<file path="src/rtl/ariane_pkg.sv">
// Decoded-instruction types passed from the decoder to the issue stage.
// Includes the per-slot record used by the ID/issue queue.
package ariane_pkg;

  typedef struct packed {
    logic [31:0] pc;
    logic [7:0]  op;
    logic [4:0]  rs1;
    logic [4:0]  rs2;
    logic [4:0]  rd;
    logic        use_imm;
  } scoreboard_entry_t;

  // One queue slot: the decoded instruction plus its control-flow tag
  typedef struct packed {
    scoreboard_entry_t sbe;
    logic              is_ctrl_flow;
  } issue_slot_t;

endpackage

</file>
<file path="src/rtl/config_pkg.sv">
// Core configuration record shared across the CVA6 front end.
// Only the fields this slice needs are present.
package config_pkg;

  typedef struct packed {
    int unsigned xlen;
    logic        rvc;
  } cva6_cfg_t;

  localparam cva6_cfg_t cva6_cfg_empty = '0;

endpackage

</file>
<file path="src/rtl/id_issue_queue_pkg.sv">
// Sizing helpers for the ID/issue queue.
package id_issue_queue_pkg;

  // A one-slot queue still needs a one-bit pointer
  function automatic int unsigned ptr_width(int unsigned depth);
    return (depth > 1) ? $clog2(depth) : 1;
  endfunction

endpackage

</file>
<file path="src/rtl/id_issue_queue.sv">
// Circular buffer of decoded instructions between decode and issue, with an
// optional cap on the number of control-flow entries held at once.
module id_issue_queue
  import ariane_pkg::*;
  import id_issue_queue_pkg::*;
#(
  parameter config_pkg::cva6_cfg_t CVA6Cfg  = config_pkg::cva6_cfg_empty,
  parameter int unsigned           DEPTH    = 2,
  parameter int unsigned           CF_LIMIT = 0
) (
  input  logic                       clk_i,
  input  logic                       rst_ni,
  input  logic                       flush_i,
  input  scoreboard_entry_t          decoded_i,
  input  logic                       is_ctrl_flow_i,
  input  logic                       valid_i,
  output logic                       ready_o,
  output scoreboard_entry_t          issue_entry_o,
  output logic                       issue_entry_valid_o,
  output logic                       is_ctrl_flow_o,
  input  logic                       issue_instr_ack_i,
  output logic [$clog2(DEPTH+1)-1:0] usage_o
);

  localparam int unsigned PTR_W = ptr_width(DEPTH);
  localparam int unsigned CNT_W = $clog2(DEPTH + 1);

  issue_slot_t      mem_reg [DEPTH];
  logic [DEPTH-1:0] slot_we;
  logic [PTR_W-1:0] rd_ptr_reg, rd_ptr_next, wr_ptr_reg, wr_ptr_next;
  logic [CNT_W-1:0] count_reg, count_next, cf_count_reg, cf_count_next;
  logic             head_valid, pop, push, space_ok, cf_ok;
  issue_slot_t      head;
  logic             cfg_unused;

  assign cfg_unused = ^CVA6Cfg;

  assign head       = mem_reg[rd_ptr_reg];
  assign head_valid = (count_reg != '0);
  assign pop        = issue_instr_ack_i && head_valid;
  assign space_ok   = (32'(count_reg) < DEPTH) || pop;

  generate
    if (CF_LIMIT != 0) begin : g_cf_limit
      // Retiring a control-flow head frees its budget for a same-cycle push
      assign cf_ok = !is_ctrl_flow_i || (32'(cf_count_reg) < CF_LIMIT)
                     || (pop && head.is_ctrl_flow);
    end else begin : g_cf_free
      assign cf_ok = 1'b1;
    end
  endgenerate

  assign ready_o = space_ok && cf_ok;
  assign push    = valid_i && ready_o && !flush_i;

  always_comb begin
    rd_ptr_next   = rd_ptr_reg;
    wr_ptr_next   = wr_ptr_reg;
    count_next    = count_reg;
    cf_count_next = cf_count_reg;
    if (flush_i) begin
      rd_ptr_next   = '0;
      wr_ptr_next   = '0;
      count_next    = '0;
      cf_count_next = '0;
    end else begin
      if (pop) begin
        rd_ptr_next = (rd_ptr_reg == PTR_W'(DEPTH - 1)) ? '0 : rd_ptr_reg + PTR_W'(1);
      end
      if (push) begin
        wr_ptr_next = (wr_ptr_reg == PTR_W'(DEPTH - 1)) ? '0 : wr_ptr_reg + PTR_W'(1);
      end
      case ({push, pop})
        2'b10:   count_next = count_reg + CNT_W'(1);
        2'b01:   count_next = count_reg - CNT_W'(1);
        default: count_next = count_reg;
      endcase
      case ({push && is_ctrl_flow_i, pop && head.is_ctrl_flow})
        2'b10:   cf_count_next = cf_count_reg + CNT_W'(1);
        2'b01:   cf_count_next = cf_count_reg - CNT_W'(1);
        default: cf_count_next = cf_count_reg;
      endcase
    end
  end

  always_ff @(posedge clk_i or negedge rst_ni) begin
    if (!rst_ni) begin
      rd_ptr_reg   <= '0;
      wr_ptr_reg   <= '0;
      count_reg    <= '0;
      cf_count_reg <= '0;
    end else begin
      rd_ptr_reg   <= rd_ptr_next;
      wr_ptr_reg   <= wr_ptr_next;
      count_reg    <= count_next;
      cf_count_reg <= cf_count_next;
    end
  end

  genvar gi;
  generate
    for (gi = 0; gi < DEPTH; gi++) begin : g_slot_we
      assign slot_we[gi] = push && (wr_ptr_reg == PTR_W'(gi));
    end
  endgenerate

  // Payload is never reset; it is only observed while the head is valid
  always_ff @(posedge clk_i) begin
    for (int i = 0; i < DEPTH; i++) begin
      if (slot_we[i]) begin
        mem_reg[i] <= '{sbe: decoded_i, is_ctrl_flow: is_ctrl_flow_i};
      end
    end
  end

  assign issue_entry_o       = head.sbe;
  assign issue_entry_valid_o = head_valid;
  assign is_ctrl_flow_o      = head_valid && head.is_ctrl_flow;
  assign usage_o             = count_reg;

endmodule

</file>
<file path="config.mk">
export PLATFORM = sky130hd
export DESIGN_NAME = id_issue_queue
export DESIGN_NICKNAME = d
export VERILOG_FILES = /design/src/rtl/ariane_pkg.sv /design/src/rtl/config_pkg.sv /design/src/rtl/id_issue_queue_pkg.sv /design/src/rtl/id_issue_queue.sv
export SDC_FILE = /design/constraint.sdc
export NUM_CORES = 1
export LEC_CHECK = 0
export BUFFER_PORTS_ARGS = -buffer_cell sky130_fd_sc_hd__buf_4
export CAP_MARGIN = 20
export CORE_MARGIN = 8
export CORE_UTILIZATION = 51
export CTS_CLUSTER_SIZE = 12
export DETAILED_ROUTE_END_ITERATION = 6
export PLACE_DENSITY_LB_ADDON = 0.3
export SETUP_SLACK_MARGIN = 0.4
export SYNTH_ARGS = -nofsm -noshare
export SYNTH_HDL_FRONTEND = slang
export SYNTH_SLANG_ARGS = --single-unit
</file>
<file path="constraint.sdc">
create_clock -name clk_i -period 6.97 [get_ports clk_i]
set_input_delay 0.3485 -clock clk_i [delete_from_list [all_inputs] [get_ports clk_i]]
set_output_delay 0.3485 -clock clk_i [all_outputs]
set_load 0.005 [all_outputs]
</file>
### Yosys cells after proc, flatten, opt, wreduce, memory -nomap -nowiden

Memories as Yosys holds them, arrays and structs flattened.
Index checks and enable logic that the tools add are counted.

* RAM bits: 114
* input port bits: 62
* bits in latches: 0
* output and inout port bits: 61
* logic and storage cells: 40
* register bits after elaboration: 4
* memories: 1
* ROM bits: 0

* add/sub/neg operators: 4
* multiply operators: 0
* shift operators: 0
* divide/modulo/power cells: 0
* bitwise gates (word level): 1
* reductions and logical operators: 13
* equal/unequal tests: 2
* magnitude comparators: 1
* mux-type cells: 15

Memories
* mem_reg: depth 2, width 57, rd ports 1, clocked after memory_dff 0, wr ports 1, RTL line id_issue_queue.sv:28 `issue_slot_t mem_reg [DEPTH];`

Operators with widths (count)
* $mux W57: 1
* $reduce_or A57 Y1: 1
* $mux W1: 12
* $logic_and A1 B1 Y1: 6
* $reduce_bool A2 Y1: 3
* $pmux W2 S2: 1
* $reduce_bool A3 Y1: 1
* $add A1 B1 Y1 const B: 2
* $add A2 B1 Y2 const B: 1
* $eq A2 B1 Y1 const B: 1
* $eq A2 B2 Y1 const B: 1
* $lt A2 B2 Y1 const B: 1
* $mux W2: 1
* $sub A2 B1 Y2 const B: 1
* $logic_not A1 Y1: 1
* $logic_or A1 B1 Y1: 1
* $not A1 Y1: 1

### Depth between registers and ports, before layout

Gate-level depths: netlist (run 1).

* word-level depth: 10
* gate-level depth with buffers: 4
* depth with buffers taken out: 4

### Worst setup path after synthesis (run 1)

No wires, ideal clock.

* path type: reg-to-reg
* start: register count_reg[1], in the netlist usage_o[1]
* end: memory mem_reg[1][0] in the netlist's numbering, enable pin
* buffers on the path: 0
* setup time: 0.554 ns
* arrival: 4.911 ns
* path slack: 1.506 ns
* cell stages (with the launch flop): 5
* data required time: 6.416 ns
* cell sequence: dfrtp_1 > nor2b_1 > inv_1 > nand2_1 > nor3b_1

* longest elaborated chain between the ends: 10
* elaborated cells between the ends (all ways): 15
* those cells by class: 1 x order compare; 6 x mux; 8 x reduce/logical

Ends and longest elaborated chain
* from (decl): RTL line id_issue_queue.sv:31 `logic [CNT_W-1:0] count_reg, count_next, cf_count_reg, cf_count_next;`
* from (signal assigned): RTL line id_issue_queue.sv:95 `count_reg <= count_next;`
* parallel branches: the longest is 2 deep, another holds $lt A2 B2 Y1
* $logic_or A1 B1 Y1 *: RTL line id_issue_queue.sv:41 `assign space_ok = (32'(count_reg) < DEPTH) || pop;`
* net ready_o: RTL line id_issue_queue.sv:17 `output logic ready_o,`
* $logic_and A1 B1 Y1 * (2 in a row): RTL line id_issue_queue.sv:54 `assign push = valid_i && ready_o && !flush_i;`
* $logic_and A1 B1 Y1 *: RTL line id_issue_queue.sv:103 `assign slot_we[gi] = push && (wr_ptr_reg == PTR_W'(gi));`
* net slot_we[1]: RTL line id_issue_queue.sv:29 `logic [DEPTH-1:0] slot_we;`
* $mux W1 *: RTL line id_issue_queue.sv:110 `if (slot_we[i]) begin`
* $mux W1 (implied by the code) *: RTL line id_issue_queue.sv:111 `mem_reg[i] <= '{sbe: decoded_i, is_ctrl_flow: is_ctrl_flow_i};`
* $reduce_or A57 Y1 (no source line)
* $mux W1 (no source line)
* to (decl): RTL line id_issue_queue.sv:28

Mark *: on every way through the listed nets, which the timed path passes.

==> results.ini, run 1 <==
[run_status]
status=finished clean

[synth]
ys_warn_count=0
syn_nets=267
synth_area_per_cell_um2=21.2
synth_largest_area_cell=edfxtp_1
synth_top_family_by_area=multiplexers
synth-seq-cells=118
synth_cell_types=20
syn_area_um2=4340
synthTopCellsByArea=edfxtp_1 (79%), mux2_2 (8.8%), mux2_1 (5.7%)
netlist_instances=205
synth_xor_xnor_area_share_pct=0.202
seq_area_frac_synth_pct=81.2
synth_compound_area_share_pct=0.692
synth.top_cell.area_share_pct=78.9
yosys.area_share.simple_pct=1.33
synthMuxAreaShare_pct=15.3
synth_fa_ha_area_share_pct=0

[timing]
final-hold-violation-count=0
setup_violations=0
period_share_pct=37.5
worst_slew_pin_slew_ns=0.595
tns_ns=0
fmax_mhz=383
maxSlewHeadroom_pct=60.3
slew_viol_final=0
skew_ns=0.00775
rsz0062_at_grt=no
min_period_ns=2.61

[grt]
grt_usage_pct=14.4
grt_overflow=0
grt_first_pass_wirelength_mm=12.6
grt_max_degree=44
antenna_found_initial=0
grt_pass1_vias=2479

[route]
wire_per_inst_um=18.3
wl_mm=8.47
vias=2330
dr.pass1.iters=4
drcViolationCount=0
ant_nets=0
first_iter_violations=86
via_per_inst=5.04

[finish]
largest_register_ffs=114
design_area_um2=5940
layout-drive-gt1-share_pct=53.5
area_growth_pct=37.0
fin_nets=408
diodes=0

[critical_path]
crit_path_top_delay_cell=dfrtp_2
crit_buf_inv=2
worst-setup-path-type=register to output pin
critPathMaxFanout=43
required_ns=6.62
worstPathCellList=buf_4, mux2_2, buf_4
endpoint_kind=output pin
critical_path.top_delay_family=buffers and inverters
worstPathArrival_ns=2.26
slowest_delay_ns=0.59
critPathLaunchType=register
path_common_cell=buf_4

[cts]
clkTransAtPathRegs_ns=0.05
cts_sinks=118
cts.htree.levels=4
clkLatencyLatePin_ns=0.50
clock_path_buffers=2
post_cts.repair.setup_buffers=0
cts_buffers=17
cts_tree=yes
ctsRootBufferMaster=clkbuf_8

[place]
portBuffers=122
dpl-instance-area_um2=5390
gp_congestion=0.710
dp_hpwl_mm=5.77

[floorplan]
initial_core_util_pct=52.8
rows=33
dieArea_um2=11700
die_w_um=108
coreArea_um2=8220
die_y_um=108
io_pins=123

[run]
drv_cap=0

[min_path]
hp-class=input pin to register

[power]
power_density_nw_per_um2=292
power_mw=1.74
p_leak_nw=2.24
ir_drop_mv=0.189

==> cell usage after synthesis <==
cell type,number
a21oi_1,2
buf_2,4
buf_4,1
buf_6,1
dfrtp_1,4
edfxtp_1,114
inv_1,3
inv_2,1
mux2_1,22
mux2_2,34
mux2i_1,1
mux4_2,1
nand2_1,2
nor2_1,5
nor2b_1,2
nor3_1,1
nor3b_1,1
o21ai_0,4
or3_1,1
xor2_1,1
==> final timing paths <==
kind,end,cells after the start,slack (ns),from
setup / recovery,issue_entry_o[13],3,4.36,rd_ptr_reg$_DFFE_PN0P_
hold / removal,mem_reg[1][34]$_DFFE_PP_,1,0.03,decoded_i[33]
setup reg to reg,mem_reg[0][30]$_DFFE_PP_,6,4.77,usage_o[1]$_DFFE_PN0P_
hold reg to reg,wr_ptr_reg$_DFFE_PN0P_,2,0.64,wr_ptr_reg$_DFFE_PN0P_
max in group asynchronous,rd_ptr_reg$_DFFE_PN0P_,2,6.66,rst_ni
min in group asynchronous,wr_ptr_reg$_DFFE_PN0P_,2,0.19,rst_ni
==> logic make-up (layout without fill, tap and decap cells) <==
logic type,count (synthesis),in the layout
flip-flops,118,118
multiplexers,58,58
AND/OR/NAND/NOR,12,12
buffers and inverters,10,162
AO/OA/AOI/OAI,6,6
XOR/XNOR,1,1
==> layer usage <==
layer	vias to the layer above	GRT usage (%)	part of all wire, %
li1	1091	-	-
met1	1119	17.7	44
met2	108	21.5	45
met3	12	6.72	9.2
met4	0	5.95	1.3
met5	-	0	0
==> per-stage QoR <==
step	worst slack (ns)	instances	utilization (%)	hold slack [ns]
2_1_floorplan	1.51	205	-	0.0529
3_3_place_gp	4.31	430	65.6	0.149
3_5_place_dp	4.18	430	65.6	0.151
4_1_cts	4.15	461	72.1	0.00701
5_1_grt	4.24	462	72.3	0.000735
6_report	4.36	462	72.3	0.0253
==> repair_timing <==
item,in CTS,in global routing
endpoints found under the hold margin,4,0
hold buffers,1,0
gates resized for setup,0,0
setup endpoints to repair,0,0
==> where the power goes <==
part / total (mW) / internal [mW] / switching (mW)
logic: 0.149 / 0.0875 / 0.0619
clock network: 0.769 / 0.495 / 0.274
registers: 0.818 / 0.808 / 0.00993
==> cell usage in the layout, fill, tap and decap left out, types with 2 or more instances in the layout <==
master	synthesis	layout
a21oi_1	2	2
buf_4	1	126
bufinv_16	0	2
clkbuf_16	0	16
clkinv_1	0	4
clkinv_2	0	3
clkinvlp_4	0	2
dfrtp_1	4	3
edfxtp_1	114	114
inv_1	3	3
mux2_1	22	22
mux2_2	34	34
nand2_1	2	2
nor2_1	5	5
nor2b_1	2	2
o21ai_0	4	4
==> final cells by class <==
| type | count | area (um2) |
|---|---|---|
| Tap cell | 105 | 131 |
| Clock inverter | 12 | 114 |
| Timing Repair Buffer | 128 | 967 |
| Fill cell | 519 | 2280 |
| Sequential cell | 118 | 3520 |
| Clock buffer | 18 | 418 |
| Multi-Input combinational cell | 77 | 769 |
| Inverter | 4 | 15.0 |
Power figures use the tool's default switching activity.
==> inputs of run 2 (changes only) <==
==> constraint.sdc (replaced) <==
create_clock -name clk_i -period 2.44 [get_ports clk_i]
set_input_delay 0.122 -clock clk_i [delete_from_list [all_inputs] [get_ports clk_i]]
set_output_delay 0.122 -clock clk_i [all_outputs]
set_load 0.005 [all_outputs]
==> run 2 against run 1 <==
  * Clock skew down 0.0024 ns
  * Largest power group is now clock
  * Highest routed layer unchanged
  * Critical endpoint is now issue_entry_o[9]
  * Die area unchanged
  * Combinational power rose to 3.7 times the previous value
  * Register-to-register slack worse by 4.0 ns
==> results.ini, run 2 (synthesis results as in run 1) <==
[timing]
finalHoldWorstSlack_ns=0.0477
setup_violations=0
tns_ns=0
min_period_ns=1.88
period_share_pct=76.9
rsz0062_at_grt=no
skew_ns=0.00537
maxSlewHeadroom_pct=74.1
fmax_mhz=533
setup_ws_ns=0.563
final-hold-violation-count=0
slew_viol_final=0
worst_slew_pin_slew_ns=0.388

[finish]
layout_common_cells=buf_4 (134), edfxtp_1 (114), dlygate4sd3_1 (61)
layout-drive-gt1-share_pct=49.2
area_growth_pct=55.5
largest_register_ffs=114
fin_cells=532
diodes=0
final_common_cell=buf_4
final_util_pct=82.1
fin_nets=477
fillers=409
design_area_um2=6740

[power]
p_leak_nw=2.59
ir_drop_mv=0.633
power_mw=5.42
power_density_nw_per_um2=803

[critical_path]
critPathLaunchType=register
required_ns=2.32
regToRegEndpoint=mem_reg[1][44]$_DFFE_PP_
slowest_delay_ns=0.54
critPathMaxFanout=24
reg2reg_slack_ns=0.78
worstPathCellList=buf_12, mux2_2, buf_4
r2r_cells=5
endpoint_kind=output pin
reg2reg_from=usage_o[1]$_DFFE_PN0P_
crit_buf_inv=2
worst-setup-path-type=register to output pin
worstPathArrival_ns=1.75
crit_path_top_delay_cell=dfrtp_4
critical_path.top_delay_family=flip-flops

[min_path]
worstHoldStart=issue_instr_ack_i
hp-class=input pin to register
min_to=wr_ptr_reg$_DFFE_PN0P_
whs_path_depth=4

[place]
gp_congestion=0.764
dp_hpwl_mm=5.78
dpl-instance-area_um2=5460
portBuffers=122
dp_cells=432
dpl_worst_slack_ns=0.784

[route]
ant_nets=0
wl_mm=9.71
dr.pass1.iters=4
via_per_inst=4.95
first_iter_violations=99
vias=2633
drcViolationCount=0
wire_per_inst_um=18.2

[grt]
grt_pass1_vias=2876
antenna_found_initial=0
grt_max_degree=31
grt_usage_pct=17.4
grt_first_pass_wirelength_mm=15.3
grt_overflow=0

[floorplan]
rows=33
initial_core_util_pct=52.8
die_w_um=108
coreArea_um2=8220
io_pins=123
die_y_um=108
dieArea_um2=11700

[cts]
ctsRootBufferMaster=clkbuf_8
cts.htree.levels=4
cts_sinks=118
clkTransAtPathRegs_ns=0.06
clock_path_buffers=2
cts_tree=yes
clkLatencyLatePin_ns=0.49
cts_buffers=17

[run_status]
status=finished clean

[run]
drv_cap=0

run 2: layout make-up:
type / count / area [um2] / area share [%]
tap: 105 / 131 / 1.95
clock inverter: 14 / 200 / 2.97
multi-input combinational: 77 / 797 / 11.8
sequential: 118 / 3530 / 52.3
inverter: 4 / 15.0 / 0.223
clock buffer: 17 / 414 / 6.14
timing repair buffer: 197 / 1660 / 24.6
run 2: what timing repair did:
| action | 4_1_cts | 5_1_grt |
|---|---|---|
| setup buffers | 0 | 8 |
| hold buffers | 61 | 0 |
| endpoints found under the hold margin | 122 | 0 |
| resized for setup | 1 | 0 |
| setup endpoints to repair | 41 | 7 |
run 2: layer usage:
layer  global-route usage, %  share of wire [%]  vias up
met2                    29.9                 52      106
met5                       0                  0        -
met4                    7.23                1.6        0
met1                    18.4                 38     1285
met3                    7.02                8.7       14
li1                        -                  -     1228
run 2: power by group:
group	total [mW]	switching (mW)	internal [mW]
clock network	2.53	0.872	1.66
logic	0.549	0.210	0.339
registers	2.33	0.0274	2.31
run 2: worst reg2reg max path, cell delays in order (launching register included):
cell and delay [ns]:
dfrtp_2 0.45, nor2b_4 0.15, inv_2 0.07, nand2_4 0.06, nor3b_4 0.18, buf_4 0.38
run 2: worst max path at each step:
stage	start	end	slack [ns]	depth (start not counted)
2_1_floorplan	usage_o[1]$_DFFE_PN0P_	mem_reg[1][0]$_DFFE_PP_	-0.17	4
3_3_place_gp	usage_o[1]$_DFFE_PN0P_	mem_reg[1][53]$_DFFE_PP_	0.82	5
3_5_place_dp	usage_o[1]$_DFFE_PN0P_	mem_reg[1][53]$_DFFE_PP_	0.78	5
4_1_cts	rd_ptr_reg$_DFFE_PN0P_	issue_entry_o[9]	0.44	3
5_1_grt	rd_ptr_reg$_DFFE_PN0P_	issue_entry_o[43]	0.49	3
6_report	rd_ptr_reg$_DFFE_PN0P_	issue_entry_o[9]	0.56	3
